`src/rtl/axi_revision_ext_pkg.sv`:
```
`default_nettype none
// ============================================================================
// Module      : axi_revision_ext_pkg
// Description : Register map, response codes, FSM encodings and date packing
//               shared by the revision/uptime AXI-Lite register block.
// Revision    : 1.0 - initial release
// ============================================================================
package axi_revision_ext_pkg;

    localparam int unsigned REG_MAJOR    = 0;
    localparam int unsigned REG_MINOR    = 1;
    localparam int unsigned REG_BUILD    = 2;
    localparam int unsigned REG_RCAND    = 3;
    localparam int unsigned REG_DATE     = 4;
    localparam int unsigned REG_TYPE     = 5;
    localparam int unsigned REG_SUBTYPE  = 6;
    localparam int unsigned REG_UPTIME   = 7;
    localparam int unsigned REG_SCRATCH0 = 8;

    localparam logic [1:0] OKAY   = 2'b00;
    localparam logic [1:0] SLVERR = 2'b10;

    typedef enum logic [0:0] {
        RD_IDLE = 1'b0,
        RD_RESP = 1'b1
    } rd_state_e;

    // WAIT_AW: data already captured; WAIT_W: address already captured
    typedef enum logic [1:0] {
        WR_IDLE    = 2'd0,
        WR_WAIT_AW = 2'd1,
        WR_WAIT_W  = 2'd2,
        WR_RESP    = 2'd3
    } wr_state_e;

    function automatic logic [31:0] pack_date(input logic [7:0]  month,
                                              input logic [7:0]  day,
                                              input logic [15:0] year);
        return {month, day, year};
    endfunction

endpackage
`default_nettype wire

```
`src/rtl/axi_revision_ext_uptime_counter.sv`:
```
`default_nettype none
// ============================================================================
// Module      : uptime_counter
// Description : Free-running seconds counter driven by a clock-cycle prescaler.
// Revision    : 1.0 - initial release
// ============================================================================
module uptime_counter #(
    parameter int CLOCK_FREQ_HZ = 250000000
) (
    input  logic        clk,
    input  logic        resetn,
    output logic [31:0] seconds
);

    localparam int PRESC_W = (CLOCK_FREQ_HZ > 1) ? $clog2(CLOCK_FREQ_HZ) : 1;
    localparam logic [PRESC_W-1:0] PRESC_LAST = PRESC_W'(CLOCK_FREQ_HZ - 1);

    logic [PRESC_W-1:0] presc_q, presc_d;
    logic [31:0]        seconds_q, seconds_d;

    always_comb begin
        presc_d   = presc_q + PRESC_W'(1);
        seconds_d = seconds_q;
        if (presc_q == PRESC_LAST) begin
            presc_d   = '0;
            seconds_d = seconds_q + 32'd1;
        end
    end

    always_ff @(posedge clk) begin
        if (!resetn) begin
            presc_q   <= '0;
            seconds_q <= '0;
        end else begin
            presc_q   <= presc_d;
            seconds_q <= seconds_d;
        end
    end

    assign seconds = seconds_q;

endmodule
`default_nettype wire

```
`src/rtl/axi_revision_ext.sv`:
```
`default_nettype none
// ============================================================================
// Module      : axi_revision_ext
// Description : AXI4-Lite slave exposing build identity, uptime seconds and a
//               bank of byte-writable scratch registers.
// Revision    : 1.0 - initial release
// ============================================================================
module axi_revision_ext
    import axi_revision_ext_pkg::*;
#(
    parameter int S_AXI_DATA_WIDTH = 32,
    parameter int S_AXI_ADDR_WIDTH = 6,
    parameter int NUM_SCRATCH      = 4,
    parameter int CLOCK_FREQ_HZ    = 250000000,
    parameter int VERSION_MAJOR    = 0,
    parameter int VERSION_MINOR    = 0,
    parameter int VERSION_BUILD    = 0,
    parameter int VERSION_RCAND    = 0,
    parameter int VERSION_YEAR     = 0,
    parameter int VERSION_MONTH    = 0,
    parameter int VERSION_DAY      = 0,
    parameter int RTL_TYPE         = 0,
    parameter int RTL_SUBTYPE      = 0
) (
    input  logic                          AXI_ACLK,
    input  logic                          AXI_ARESETN,
    input  logic [S_AXI_ADDR_WIDTH-1:0]   S_AXI_AWADDR,
    input  logic                          S_AXI_AWVALID,
    output logic                          S_AXI_AWREADY,
    input  logic [2:0]                    S_AXI_AWPROT,
    input  logic [S_AXI_DATA_WIDTH-1:0]   S_AXI_WDATA,
    input  logic [S_AXI_DATA_WIDTH/8-1:0] S_AXI_WSTRB,
    input  logic                          S_AXI_WVALID,
    output logic                          S_AXI_WREADY,
    output logic [1:0]                    S_AXI_BRESP,
    output logic                          S_AXI_BVALID,
    input  logic                          S_AXI_BREADY,
    input  logic [S_AXI_ADDR_WIDTH-1:0]   S_AXI_ARADDR,
    input  logic                          S_AXI_ARVALID,
    input  logic [2:0]                    S_AXI_ARPROT,
    output logic                          S_AXI_ARREADY,
    output logic [S_AXI_DATA_WIDTH-1:0]   S_AXI_RDATA,
    output logic [1:0]                    S_AXI_RRESP,
    output logic                          S_AXI_RVALID,
    input  logic                          S_AXI_RREADY
);

    localparam int DW    = S_AXI_DATA_WIDTH;
    localparam int SW    = S_AXI_DATA_WIDTH / 8;
    localparam int IDX_W = S_AXI_ADDR_WIDTH - 2;

    logic [31:0] uptime_s;

    uptime_counter #(
        .CLOCK_FREQ_HZ(CLOCK_FREQ_HZ)
    ) u_uptime (
        .clk    (AXI_ACLK),
        .resetn (AXI_ARESETN),
        .seconds(uptime_s)
    );

    logic [DW-1:0] scratch_q [NUM_SCRATCH];
    logic [DW-1:0] scratch_d [NUM_SCRATCH];

    // ---------------------------------------------------------------- read
    rd_state_e     rd_state_q, rd_state_d;
    logic          arready_q, arready_d;
    logic          rvalid_q, rvalid_d;
    logic [DW-1:0] rdata_q, rdata_d;
    logic [1:0]    rresp_q, rresp_d;
    int unsigned   rd_idx;
    logic [DW-1:0] rd_word;
    logic          rd_err;

    always_comb begin
        rd_idx  = 32'(S_AXI_ARADDR[S_AXI_ADDR_WIDTH-1:2]);
        rd_word = '0;
        rd_err  = 1'b0;
        case (rd_idx)
            REG_MAJOR:   rd_word = 32'(VERSION_MAJOR);
            REG_MINOR:   rd_word = 32'(VERSION_MINOR);
            REG_BUILD:   rd_word = 32'(VERSION_BUILD);
            REG_RCAND:   rd_word = 32'(VERSION_RCAND);
            REG_DATE:    rd_word = pack_date(8'(VERSION_MONTH), 8'(VERSION_DAY),
                                             16'(VERSION_YEAR));
            REG_TYPE:    rd_word = 32'(RTL_TYPE);
            REG_SUBTYPE: rd_word = 32'(RTL_SUBTYPE);
            REG_UPTIME:  rd_word = uptime_s;
            default: begin
                rd_err = 1'b1;
                for (int i = 0; i < NUM_SCRATCH; i++) begin
                    if (rd_idx == REG_SCRATCH0 + 32'(i)) begin
                        rd_word = scratch_q[i];
                        rd_err  = 1'b0;
                    end
                end
            end
        endcase
    end

    always_comb begin
        rd_state_d = rd_state_q;
        arready_d  = arready_q;
        rvalid_d   = rvalid_q;
        rdata_d    = rdata_q;
        rresp_d    = rresp_q;
        case (rd_state_q)
            RD_IDLE: begin
                if (S_AXI_ARVALID && arready_q) begin
                    arready_d  = 1'b0;
                    rvalid_d   = 1'b1;
                    rdata_d    = rd_word;
                    rresp_d    = rd_err ? SLVERR : OKAY;
                    rd_state_d = RD_RESP;
                end
            end
            RD_RESP: begin
                if (S_AXI_RREADY) begin
                    rvalid_d   = 1'b0;
                    arready_d  = 1'b1;
                    rd_state_d = RD_IDLE;
                end
            end
            default: rd_state_d = RD_IDLE;
        endcase
    end

    always_ff @(posedge AXI_ACLK) begin
        if (!AXI_ARESETN) begin
            rd_state_q <= RD_IDLE;
            arready_q  <= 1'b1;
            rvalid_q   <= 1'b0;
            rdata_q    <= '0;
            rresp_q    <= OKAY;
        end else begin
            rd_state_q <= rd_state_d;
            arready_q  <= arready_d;
            rvalid_q   <= rvalid_d;
            rdata_q    <= rdata_d;
            rresp_q    <= rresp_d;
        end
    end

    // --------------------------------------------------------------- write
    wr_state_e        wr_state_q, wr_state_d;
    logic             awready_q, awready_d;
    logic             wready_q, wready_d;
    logic             bvalid_q, bvalid_d;
    logic [1:0]       bresp_q, bresp_d;
    logic [IDX_W-1:0] awidx_q, awidx_d;
    logic [DW-1:0]    wdata_q, wdata_d;
    logic [SW-1:0]    wstrb_q, wstrb_d;
    logic             aw_hs, w_hs, have_aw, have_w, wr_commit, wr_is_scratch;
    int unsigned      wr_idx;
    logic [DW-1:0]    wr_data;
    logic [SW-1:0]    wr_strb;

    // The completing handshake's live payload is merged with whatever was
    // captured earlier so the commit happens on that same edge.
    always_comb begin
        wr_state_d = wr_state_q;
        awready_d  = awready_q;
        wready_d   = wready_q;
        bvalid_d   = bvalid_q;
        bresp_d    = bresp_q;
        awidx_d    = awidx_q;
        wdata_d    = wdata_q;
        wstrb_d    = wstrb_q;
        wr_commit  = 1'b0;

        aw_hs   = S_AXI_AWVALID && awready_q;
        w_hs    = S_AXI_WVALID && wready_q;
        wr_idx  = aw_hs ? 32'(S_AXI_AWADDR[S_AXI_ADDR_WIDTH-1:2]) : 32'(awidx_q);
        wr_data = w_hs ? S_AXI_WDATA : wdata_q;
        wr_strb = w_hs ? S_AXI_WSTRB : wstrb_q;
        wr_is_scratch = (wr_idx >= REG_SCRATCH0) &&
                        (wr_idx < REG_SCRATCH0 + 32'(NUM_SCRATCH));

        if (aw_hs) begin
            awidx_d   = S_AXI_AWADDR[S_AXI_ADDR_WIDTH-1:2];
            awready_d = 1'b0;
        end
        if (w_hs) begin
            wdata_d  = S_AXI_WDATA;
            wstrb_d  = S_AXI_WSTRB;
            wready_d = 1'b0;
        end

        have_aw = aw_hs || (wr_state_q == WR_WAIT_W);
        have_w  = w_hs  || (wr_state_q == WR_WAIT_AW);

        if (wr_state_q == WR_RESP) begin
            if (S_AXI_BREADY) begin
                bvalid_d   = 1'b0;
                awready_d  = 1'b1;
                wready_d   = 1'b1;
                wr_state_d = WR_IDLE;
            end
        end else if (have_aw && have_w) begin
            wr_commit  = 1'b1;
            bvalid_d   = 1'b1;
            bresp_d    = wr_is_scratch ? OKAY : SLVERR;
            wr_state_d = WR_RESP;
        end else if (have_aw) begin
            wr_state_d = WR_WAIT_W;
        end else if (have_w) begin
            wr_state_d = WR_WAIT_AW;
        end
    end

    always_comb begin
        scratch_d = scratch_q;
        if (wr_commit) begin
            for (int i = 0; i < NUM_SCRATCH; i++) begin
                if (wr_idx == REG_SCRATCH0 + 32'(i)) begin
                    for (int b = 0; b < SW; b++) begin
                        if (wr_strb[b]) scratch_d[i][8*b +: 8] = wr_data[8*b +: 8];
                    end
                end
            end
        end
    end

    always_ff @(posedge AXI_ACLK) begin
        if (!AXI_ARESETN) begin
            wr_state_q <= WR_IDLE;
            awready_q  <= 1'b1;
            wready_q   <= 1'b1;
            bvalid_q   <= 1'b0;
            bresp_q    <= OKAY;
            awidx_q    <= '0;
            wdata_q    <= '0;
            wstrb_q    <= '0;
            scratch_q  <= '{default: '0};
        end else begin
            wr_state_q <= wr_state_d;
            awready_q  <= awready_d;
            wready_q   <= wready_d;
            bvalid_q   <= bvalid_d;
            bresp_q    <= bresp_d;
            awidx_q    <= awidx_d;
            wdata_q    <= wdata_d;
            wstrb_q    <= wstrb_d;
            scratch_q  <= scratch_d;
        end
    end

    logic unused_bits;
    assign unused_bits = ^{S_AXI_AWPROT, S_AXI_ARPROT,
                           S_AXI_AWADDR[1:0], S_AXI_ARADDR[1:0]};

    assign S_AXI_ARREADY = arready_q;
    assign S_AXI_RVALID  = rvalid_q;
    assign S_AXI_RDATA   = rdata_q;
    assign S_AXI_RRESP   = rresp_q;
    assign S_AXI_AWREADY = awready_q;
    assign S_AXI_WREADY  = wready_q;
    assign S_AXI_BVALID  = bvalid_q;
    assign S_AXI_BRESP   = bresp_q;

endmodule
`default_nettype wire

```
`config.mk`:
```
export PLATFORM = sky130hd
export DESIGN_NAME = axi_revision_ext
export DESIGN_NICKNAME = d
export VERILOG_FILES = /design/src/rtl/axi_revision_ext_pkg.sv /design/src/rtl/axi_revision_ext_uptime_counter.sv /design/src/rtl/axi_revision_ext.sv
export SDC_FILE = /design/constraint.sdc
export NUM_CORES = 1
export LEC_CHECK = 0
export ABC_AREA = 0
export CORE_AREA = 2 2 173 175
export DETAILED_ROUTE_END_ITERATION = 7
export DIE_AREA = 0 0 175 177
export PLACE_DENSITY = 0.58
export SYNTH_ARGS = -nofsm -noshare
export SYNTH_HDL_FRONTEND = slang
export SYNTH_SLANG_ARGS = --single-unit
export TNS_END_PERCENT = 30
```
`constraint.sdc`:
```
create_clock -name AXI_ACLK -period 7.22 [get_ports AXI_ACLK]
set_clock_uncertainty 0.15 [all_clocks]
set_input_delay 1.444 -clock AXI_ACLK [delete_from_list [all_inputs] [get_ports AXI_ACLK]]
set_output_delay 1.444 -clock AXI_ACLK [all_outputs]
set_load 0.02 [all_outputs]
```
==> run summary, run 1 <==
Status: finished, final reports clean
Final setup violation count: 0
Initial Util: 39.4%
Final Max Slew Viols: 0
Pleak: 5.06 nW
Synthesis Warnings: 0
Hold Path Class: reg2reg
Least-Margin Pin Slew: 1.11 ns
Total congestion overflow: 0
Clock latency at the later pin of the worst-skew pair: 0.56 ns
Max_cap viols: 0
Final Wtd Congestion: 0.788
Fmax achieved: 255 MHz
Initial antenna violation count: 0
Via count: 9392
CP max FO: 9
Chip Width: 175 microns
DR iter-0 viols: 647
Post-CTS setup buffers: 0
Routed WL: 29700 microns
Clk slew on worst S/H paths: 0.06 ns
RSZ-0062 raised after global routing: false
Die area: 0.0310 sq mm
Number of global-route vias before repair: 8669
N_diodes: 0
Cell area after synthesis: 0.0115 sq mm
Largest net degree at the start of global routing: 142
Cell count after synthesis: 1357
Clock sinks: 270
Inst Count DP: 1768
Worst Path Class, Setup: in2reg
PD cells: 235 mW/mm^2
Most common cell after layout, fill and taps aside: nand2_1
Chip height: 177 microns
# H-tree levels: 1
Final net count: 1472
IO Pins: 102
Max-slew headroom: 26.0%
Core area: 0.0292 sq mm
Setup_tns: 0 ns
Post-CTS Resized: 0
Syn Area/Cell: 8.50 sq um
Worst EP arrival: 4.24 ns
Most used flip-flop cell after synthesis: dfxtp_1
Final worst path period share: 54.3%
Total CTS buffers: 29
Post-synth ARST share: 0%
DRC viols: 0
Util after Layout: 46.5%
Clock Path Buffers: 3
Worst VDD drop: 175 uV
WP data required: 7.55 ns
WL/cell: 16.3 microns
Hold buffers post-CTS: 0
Hold Violations, Final: 0
Gr usage total: 18.9%
Number of port buffers: 89
CP startpoint kind: primary input
Area grow syn2layout: 18.0%
Distinct cells, synth: 47
Fillers: 2837
Sequential fraction of the synthesis area: 46.9%
CP endpoint kind: flop
Commonest non-fill, non-tap cells in the layout: 372 x nand2_1, 270 x dfxtp_1, 164 x mux2i_1
Row count: 63
First-pass detailed-route iteration total: 5
Global-route wire length before repair: 47500 microns
Hold WS: 0.302 ns
Share of cells above drive strength 1: 4.20%
Finished Layout Cells: 1818
Clk root buf: clkbuf_16
Post-synth EDFFs: 0
Register bit count reported by yosys: 270
Min Tclk post-route: 3.92 ns
Post-DP HPWL: 20200 microns
ANT nets after route: 0
Vias/cell: 5.17
TritonCTS clock tree: built
## final timing paths
path,cells past startpoint,startpoint,slack [ns],end
worst max register to register,5,u_uptime.presc_q[16],4.16,u_uptime.presc_q[26]
worst min-delay path,2,wstrb_q[0],0.30,wstrb_q[0]
worst max-delay path,6,S_AXI_AWVALID,3.30,scratch_q[103]
worst min register to register,2,wstrb_q[0],0.30,wstrb_q[0]
## kinds of logic after synthesis
group | after synthesis | synth area share, %
adders and majority gates | 2 | 0.217
other | 1 | 0.0325
AOI/OAI and AO/OA | 200 | 10.4
DFF | 270 | 46.9
buffers and inverters | 121 | 4.01
and+or+nand+nor | 566 | 21.7
xor gates and xnor gates | 33 | 2.51
muxes | 164 | 14.2
## power breakdown
| group | internal (W) | switching (W) |
|---|---|---|
| Combinational | 0.0000943 | 0.000151 |
| Clock | 0.000812 | 0.000588 |
| Sequential | 0.00153 | 0.0000211 |
## state kept, by name (all words and copies together) (netlist names)
register,flops
wdata_q,32
S_AXI_AWREADY,1
S_AXI_BRESP,1
S_AXI_ARREADY,1
S_AXI_RVALID,1
scratch_q,128
u_uptime.seconds,32
u_uptime.presc_q,28
wstrb_q,4
S_AXI_BVALID,1
wr_state_q,2
S_AXI_RRESP,1
S_AXI_RDATA,32
awidx_q,4
S_AXI_WREADY,1
rd_state_q,1
## Yosys cell counts (7+ instances only)
cell	number	share of area [%]
dfxtp_1	270	47
a22oi_1	32	2.1
o21ai_0	76	3.3
xnor2_1	11	0.84
xor2_1	22	1.7
inv_1	41	1.3
nor2_1	60	2.0
nand2_1	372	12
a21oi_1	29	1.3
clkbuf_1	69	2.2
o31ai_1	8	0.52
or4_1	11	0.72
nand4_1	27	1.5
or3_1	7	0.38
nand2b_1	10	0.54
mux2i_1	164	14
nor4_1	9	0.49
buf_1	8	0.26
a31oi_1	33	1.8
nand3_1	29	1.3
## stage by stage
step                cell area, sq um  power (W)  setup slack (ns)
floorplan                      11500    0.00171              4.00
global placement               12700    0.00182              2.74
detailed placement             12700    0.00183              2.70
CTS                            13600    0.00323              3.29
global route                   13600    0.00332              3.07
finish                         13600    0.00319              3.30
## layer usage
layer	track usage [%]	vias up	part of all wire [%]
met1	27.9	4399	50
met2	29.0	196	44
met3	2.51	38	4.2
met4	4.72	0	2.2
met5	0	-	0
li1	-	4759	-
## layout make-up
type	instances	area, sq um	area share [%]
clock buffers	47	863	6.34
repair buffers	100	982	7.22
multi-input cells	967	5680	41.8
inverters	41	154	1.13
flip-flops and latches	270	5410	39.7
clock inverters	3	30.0	0.221
well taps	390	488	3.59
## critical path: stages
cell	delay [ns]
clkdlybuf4s50_1	0.52
nand2_1	0.21
mux2i_1	0.78
nand2_1	0.21
nor2_1	0.79
mux2i_1	0.28
Power figures use the tool's default switching activity.
==> inputs of run 2 (changes only) <==
Clock period 7.22 ns to 4 ns, I/O delays scaled along.
==> run summary, run 2 (synthesis gave the netlist of run 1 again) <==
Status: finished, final reports clean (unchanged)
Least-Margin Pin Slew: 1.05 ns (was 1.11 ns)
Chip Width: 175 microns (unchanged)
Setup_tns: 0 ns (unchanged)
Final setup violation count: 0 (unchanged)
Pleak: 5.22 nW (was 5.06 nW)
Clk root buf: clkbuf_16 (unchanged)
Routed WL: 29500 microns (was 29700 microns)
Hold WS: 0.306 ns (was 0.302 ns)
DR iter-0 viols: 726 (was 647)
RSZ-0062 raised after global routing: false (unchanged)
N_diodes: 0 (unchanged)
First-pass detailed-route iteration total: 5 (unchanged)
WL/cell: 16.0 microns (was 16.3 microns)
Share of cells above drive strength 1: 6.25% (was 4.20%)
TritonCTS clock tree: built (unchanged)
IO Pins: 102 (unchanged)
Total CTS buffers: 30 (was 29)
Clock sinks: 270 (unchanged)
DRC viols: 0 (unchanged)
Power consumption: 0.00581 W (was 0.00319 W)
ANT nets after route: 0 (unchanged)
Vias/cell: 5.14 (was 5.17)
CP startpoint kind: flop (was primary input)
Worst Path Class, Setup: reg2reg (was in2reg)
Gr usage total: 18.7% (was 18.9%)
Post-CTS Resized: 0 (unchanged)
Hold buffers post-CTS: 0 (unchanged)
Fillers: 2795 (was 2837)
Hold Path Class: reg2reg (unchanged)
Final Cell Area: 0.0138 sq mm (was 0.0136 sq mm)
Total congestion overflow: 0 (unchanged)
Top Metal Used: met4 (unchanged)
Worst EP arrival: 3.32 ns (was 4.24 ns)
Final worst path period share: 76.9%
Largest net degree at the start of global routing: 71 (was 142)
Area of the multi-input gates: 0.00568 sq mm (about the same)
WP data required: 4.24 ns (was 7.55 ns)
Most common cell after layout, fill and taps aside: nand2_1 (unchanged)
Fmax achieved: 325 MHz
Register area: 0.00541 sq mm (unchanged)
Routed met1 length: 15000 microns (was 14800 microns)
Hold Violations, Final: 0 (unchanged)
CP endpoint kind: flop (unchanged)
Final Wtd Congestion: 0.774 (was 0.788)
Initial antenna violation count: 0 (unchanged)
Largest register FFs: 128 (unchanged)
Cell Area, Placed: 0.0129 sq mm (was 0.0127 sq mm)
Met3 wire length: 1010 microns (was 1250 microns)
Final Max Slew Viols: 0 (unchanged)
Row count: 63 (unchanged)
# H-tree levels: 1 (unchanged)
Area grow syn2layout: 20.0% (was 18.0%)
Number of global-route vias before repair: 8662 (was 8669)
Post-DP HPWL: 20900 microns (was 20200 microns)
Post-CTS setup buffers: 0 (unchanged)
Most flops, register: scratch_q (unchanged)
Routed wl met2: 13100 microns (was 12900 microns)
Commonest non-fill, non-tap cells in the layout: 372 x nand2_1, 270 x dfxtp_1, 164 x mux2i_1 (unchanged)
Via count: 9498 (was 9392)
Final net count: 1499 (was 1472)
Worst VDD drop: 320 uV (was 175 uV)
CP max FO: 25 (was 9)
Clk slew on worst S/H paths: 0.06 ns (about the same)
Die area: 0.0310 sq mm (unchanged)
Clock latency at the later pin of the worst-skew pair: 0.56 ns (about the same)
Core area: 0.0292 sq mm (unchanged)
PD cells: 420 mW/mm^2 (was 235 mW/mm^2)
Max_cap viols: 0 (unchanged)
Initial Util: 39.4% (unchanged)
Chip height: 177 microns (unchanged)
Number of port buffers: 89 (unchanged)
Min Tclk post-route: 3.08 ns
Global-route wire length before repair: 47100 microns (was 47500 microns)
Max-slew headroom: 29.1% (was 26.0%)
Clock Path Buffers: 3 (unchanged)
## run 2: worst max-delay path: stages (launching register included)
cell	delay [ns]
dfxtp_1	0.37
or4b_1	0.60
nor4_4	0.62
nand2_1	0.35
nand2_1	0.72
nor2_1	0.12
## run 2: power by group
group | internal, W | switching [W] | total (W) | leakage (nW)
clock network | 0.00149 | 0.00108 | 0.00257 | 0.458
logic | 0.000179 | 0.000273 | 0.000451 | 2.57
registers | 0.00275 | 0.0000398 | 0.00279 | 2.19
## run 2: area by class of cell
type	instances	share of cell area, %
clock buffers	45	6.27
clock inverters	8	0.371
inverters	41	1.11
multi-input cells	967	41.1
flip-flops and latches	270	39.1
well taps	390	3.53
repair buffers	126	8.60
## run 2: worst paths after layout
path,slack (ns),cells after the start,to,start
worst max-delay path,0.92,5,u_uptime.presc_q[19],u_uptime.presc_q[16]
worst min-delay path,0.31,2,wstrb_q[1],wstrb_q[1]
worst max register to register,0.92,5,u_uptime.presc_q[19],u_uptime.presc_q[16]
worst min register to register,0.31,2,wstrb_q[1],wstrb_q[1]
## run 2: metrics by stage
stage               instances  util (%)  setup WS, ns
finish                   1847      47.3         0.925
global route             1847      47.3         0.666
CTS                      1847      47.3         0.892
detailed placement       1794      44.2         0.677
global placement         1794      44.2         0.712
floorplan                1358         -          1.42
## run 2: metal layers
layer,vias to the layer above,global-route usage (%)
met5,-,0
met4,0,3.72
met3,33,2.58
met2,167,29.4
met1,4480,27.3
li1,4818,-
==> inputs of run 3 (changes only) <==
Clock period 4 ns to 2.9 ns, I/O delays scaled along.
==> run summary, run 3 (synthesis gave the netlist of run 1 again) <==
RSZ-0062 raised after global routing: false (unchanged)
Commonest non-fill, non-tap cells in the layout: 372 x nand2_1, 270 x dfxtp_1, 164 x mux2i_1 (unchanged)
CP max FO: 10 (was 25)
CP max stage delay: 0.59 ns (was 0.72 ns)
P_sw: 0.00200 W (was 0.00140 W)
Global-route wire length before repair: 47800 microns (was 47100 microns)
Hold buffers post-CTS: 0 (unchanged)
Buf/Inv on CP: 0 (unchanged)
Most flops, register: scratch_q (unchanged)
CP dominant cell by count: or4b_1 (was nand2_1)
Least-Margin Pin Slew: 0.610 ns (was 1.05 ns)
Power consumption: 0.00860 W (was 0.00581 W)
Chip height: 177 microns (unchanged)
Final net count: 1516 (was 1499)
Share of cells above drive strength 1: 7.65% (was 6.25%)
DRC viols: 0 (unchanged)
Routed wl met2: 12900 microns (was 13100 microns)
Worst EP arrival: 2.97 ns (was 3.32 ns)
Post-CTS setup buffers: 0 (unchanged)
Min Tclk post-route: 2.63 ns (was 3.08 ns)
Clk root buf: clkbuf_16 (unchanged)
Gr usage total: 18.9% (was 18.7%)
Final worst path period share: 90.8% (was 76.9%)
CP startpoint kind: flop (unchanged)
Final setup violation count: 0 (unchanged)
Number of port buffers: 89 (unchanged)
Worst VDD drop: 514 uV (was 320 uV)
Via count: 9553 (was 9498)
Post-DP HPWL: 21200 microns (was 20900 microns)
Routed met1 length: 14900 microns (was 15000 microns)
N_diodes: 0 (unchanged)
Clk slew on worst S/H paths: 0.06 ns (about the same)
Row count: 63 (unchanged)
Hold WS: 0.208 ns (was 0.306 ns)
Top Metal Used: met4 (unchanged)
Most common cell after layout, fill and taps aside: nand2_1 (unchanged)
Total CTS buffers: 30 (unchanged)
Clock sinks: 270 (unchanged)
Hold Path Class: in2reg (was reg2reg)
CP endpoint kind: flop (unchanged)
WP data required: 3.24 ns (was 4.24 ns)
Int Power: 0.00660 W (was 0.00442 W)
Total congestion overflow: 0 (unchanged)
Post-CTS Resized: 0 (unchanged)
TritonCTS clock tree: built (unchanged)
Initial antenna violation count: 0 (unchanged)
Seq pwr share: 44.8% (was 48.0%)
Util after Layout: 48.4% (was 47.3%)
Setup_tns: 0 ns (unchanged)
CP max-delay cell: or4b_1 (was nand2_1)
Status: finished, final reports clean (unchanged)
PD cells: 608 mW/mm^2 (was 420 mW/mm^2)
Final Max Slew Viols: 0 (unchanged)
Clock Path Buffers: 3 (unchanged)
Switch share: 23.2% (was 24.0%)
Fmax achieved: 380 MHz (was 325 MHz)
Largest net degree at the start of global routing: 73 (was 71)
Largest register FFs: 128 (unchanged)
Hold Violations, Final: 0 (unchanged)
Final Wtd Congestion: 0.801 (was 0.774)
Met3 wire length: 1180 microns (was 1010 microns)
Max-slew headroom: 59.3% (was 29.1%)
DR iter-0 viols: 679 (was 726)
Chip Width: 175 microns (unchanged)
Crit-path cells: or4b_1 -> nor4_4 -> nand3_2 -> or4b_1 -> a21oi_1 (was or4b_1 -> nor4_4 -> nand2_1 -> nand2_1 -> nor2_1)
Die area: 0.0310 sq mm (unchanged)
Worst Path Class, Setup: reg2reg (unchanged)
Area grow syn2layout: 22.7% (was 20.0%)
# H-tree levels: 1 (unchanged)
Max_cap viols: 0 (unchanged)
Number of global-route vias before repair: 8983 (was 8662)
Pleak: 5.38 nW (was 5.22 nW)
Gate power share: 7.4% (was 7.8%)
Final Cell Area: 0.0141 sq mm (was 0.0138 sq mm)
Core area: 0.0292 sq mm (unchanged)
Clock latency at the later pin of the worst-skew pair: 0.56 ns (about the same)
First-pass detailed-route iteration total: 5 (unchanged)
ANT nets after route: 0 (unchanged)
Top delay family on crit path: simple AND/OR/NAND/NOR gates (unchanged)
Vias/cell: 5.12 (was 5.14)
Cell Area, Placed: 0.0131 sq mm (was 0.0129 sq mm)
Routed WL: 29800 microns (was 29500 microns)
Initial Util: 39.4% (unchanged)
Clk network pwr share: 47.9% (was 44.2%)
WL/cell: 15.9 microns (was 16.0 microns)
IO Pins: 102 (unchanged)
Fillers: 2770 (was 2795)
run 3: cell count changes in the layout (fill, tap and decap cells not counted), sizes merged:
cell	previous run	this run
clkbuf	45	41
buf	39	56
clkinv	8	7
clkinvlp	0	2
bufinv	0	6
run 3: layer usage:
layer  vias up  global-route usage, %
met2       209                   29.4
met4         0                   5.28
met1      4447                   27.4
li1       4848                      -
met5         -                      0
met3        49                   2.60
run 3: worst paths after layout:
path / from / to / depth (start not counted) / slack [ns]
min: AXI_ARESETN / S_AXI_ARREADY / 2 / 0.21
max: u_uptime.presc_q[16] / u_uptime.seconds[11] / 5 / 0.27
max reg2reg: u_uptime.presc_q[16] / u_uptime.seconds[11] / 5 / 0.27
min reg2reg: scratch_q[104] / scratch_q[104] / 2 / 0.30
run 3: final cells by class:
| class | instances | area, sq um | area share (%) |
|---|---|---|---|
| Tap cell | 390 | 488 | 3.45 |
| Multi-Input combinational cell | 967 | 5680 | 40.1 |
| Clock buffer | 41 | 832 | 5.88 |
| Inverter | 41 | 154 | 1.09 |
| Timing Repair Buffer | 143 | 1330 | 9.40 |
| Sequential cell | 270 | 5410 | 38.2 |
| Clock inverter | 15 | 259 | 1.83 |
run 3: worst register-to-register path: stages (launching register included):
cell and delay (ns):
dfxtp_1 0.37, or4b_1 0.59, nor4_4 0.47, nand3_2 0.30
or4b_1 0.54, a21oi_1 0.15
run 3: power by group through the flow:
stage,combinational (W),sequential [W],clock [W]
floorplan,0.000298,0.00397,0
global placement,0.000634,0.00393,0
detailed placement,0.000639,0.00393,0
CTS,0.000641,0.00385,0.00421
global route,0.000693,0.00386,0.00436
finish,0.000635,0.00385,0.00412
run 3: per-stage QoR:
| step | std cells | setup WS (ns) |
|---|---|---|
| floorplan | 1358 | 0.465 |
| global placement | 1811 | 0.246 |
| detailed placement | 1811 | 0.198 |
| CTS | 1867 | 0.249 |
| global route | 1867 | 0.122 |
| finish | 1867 | 0.267 |
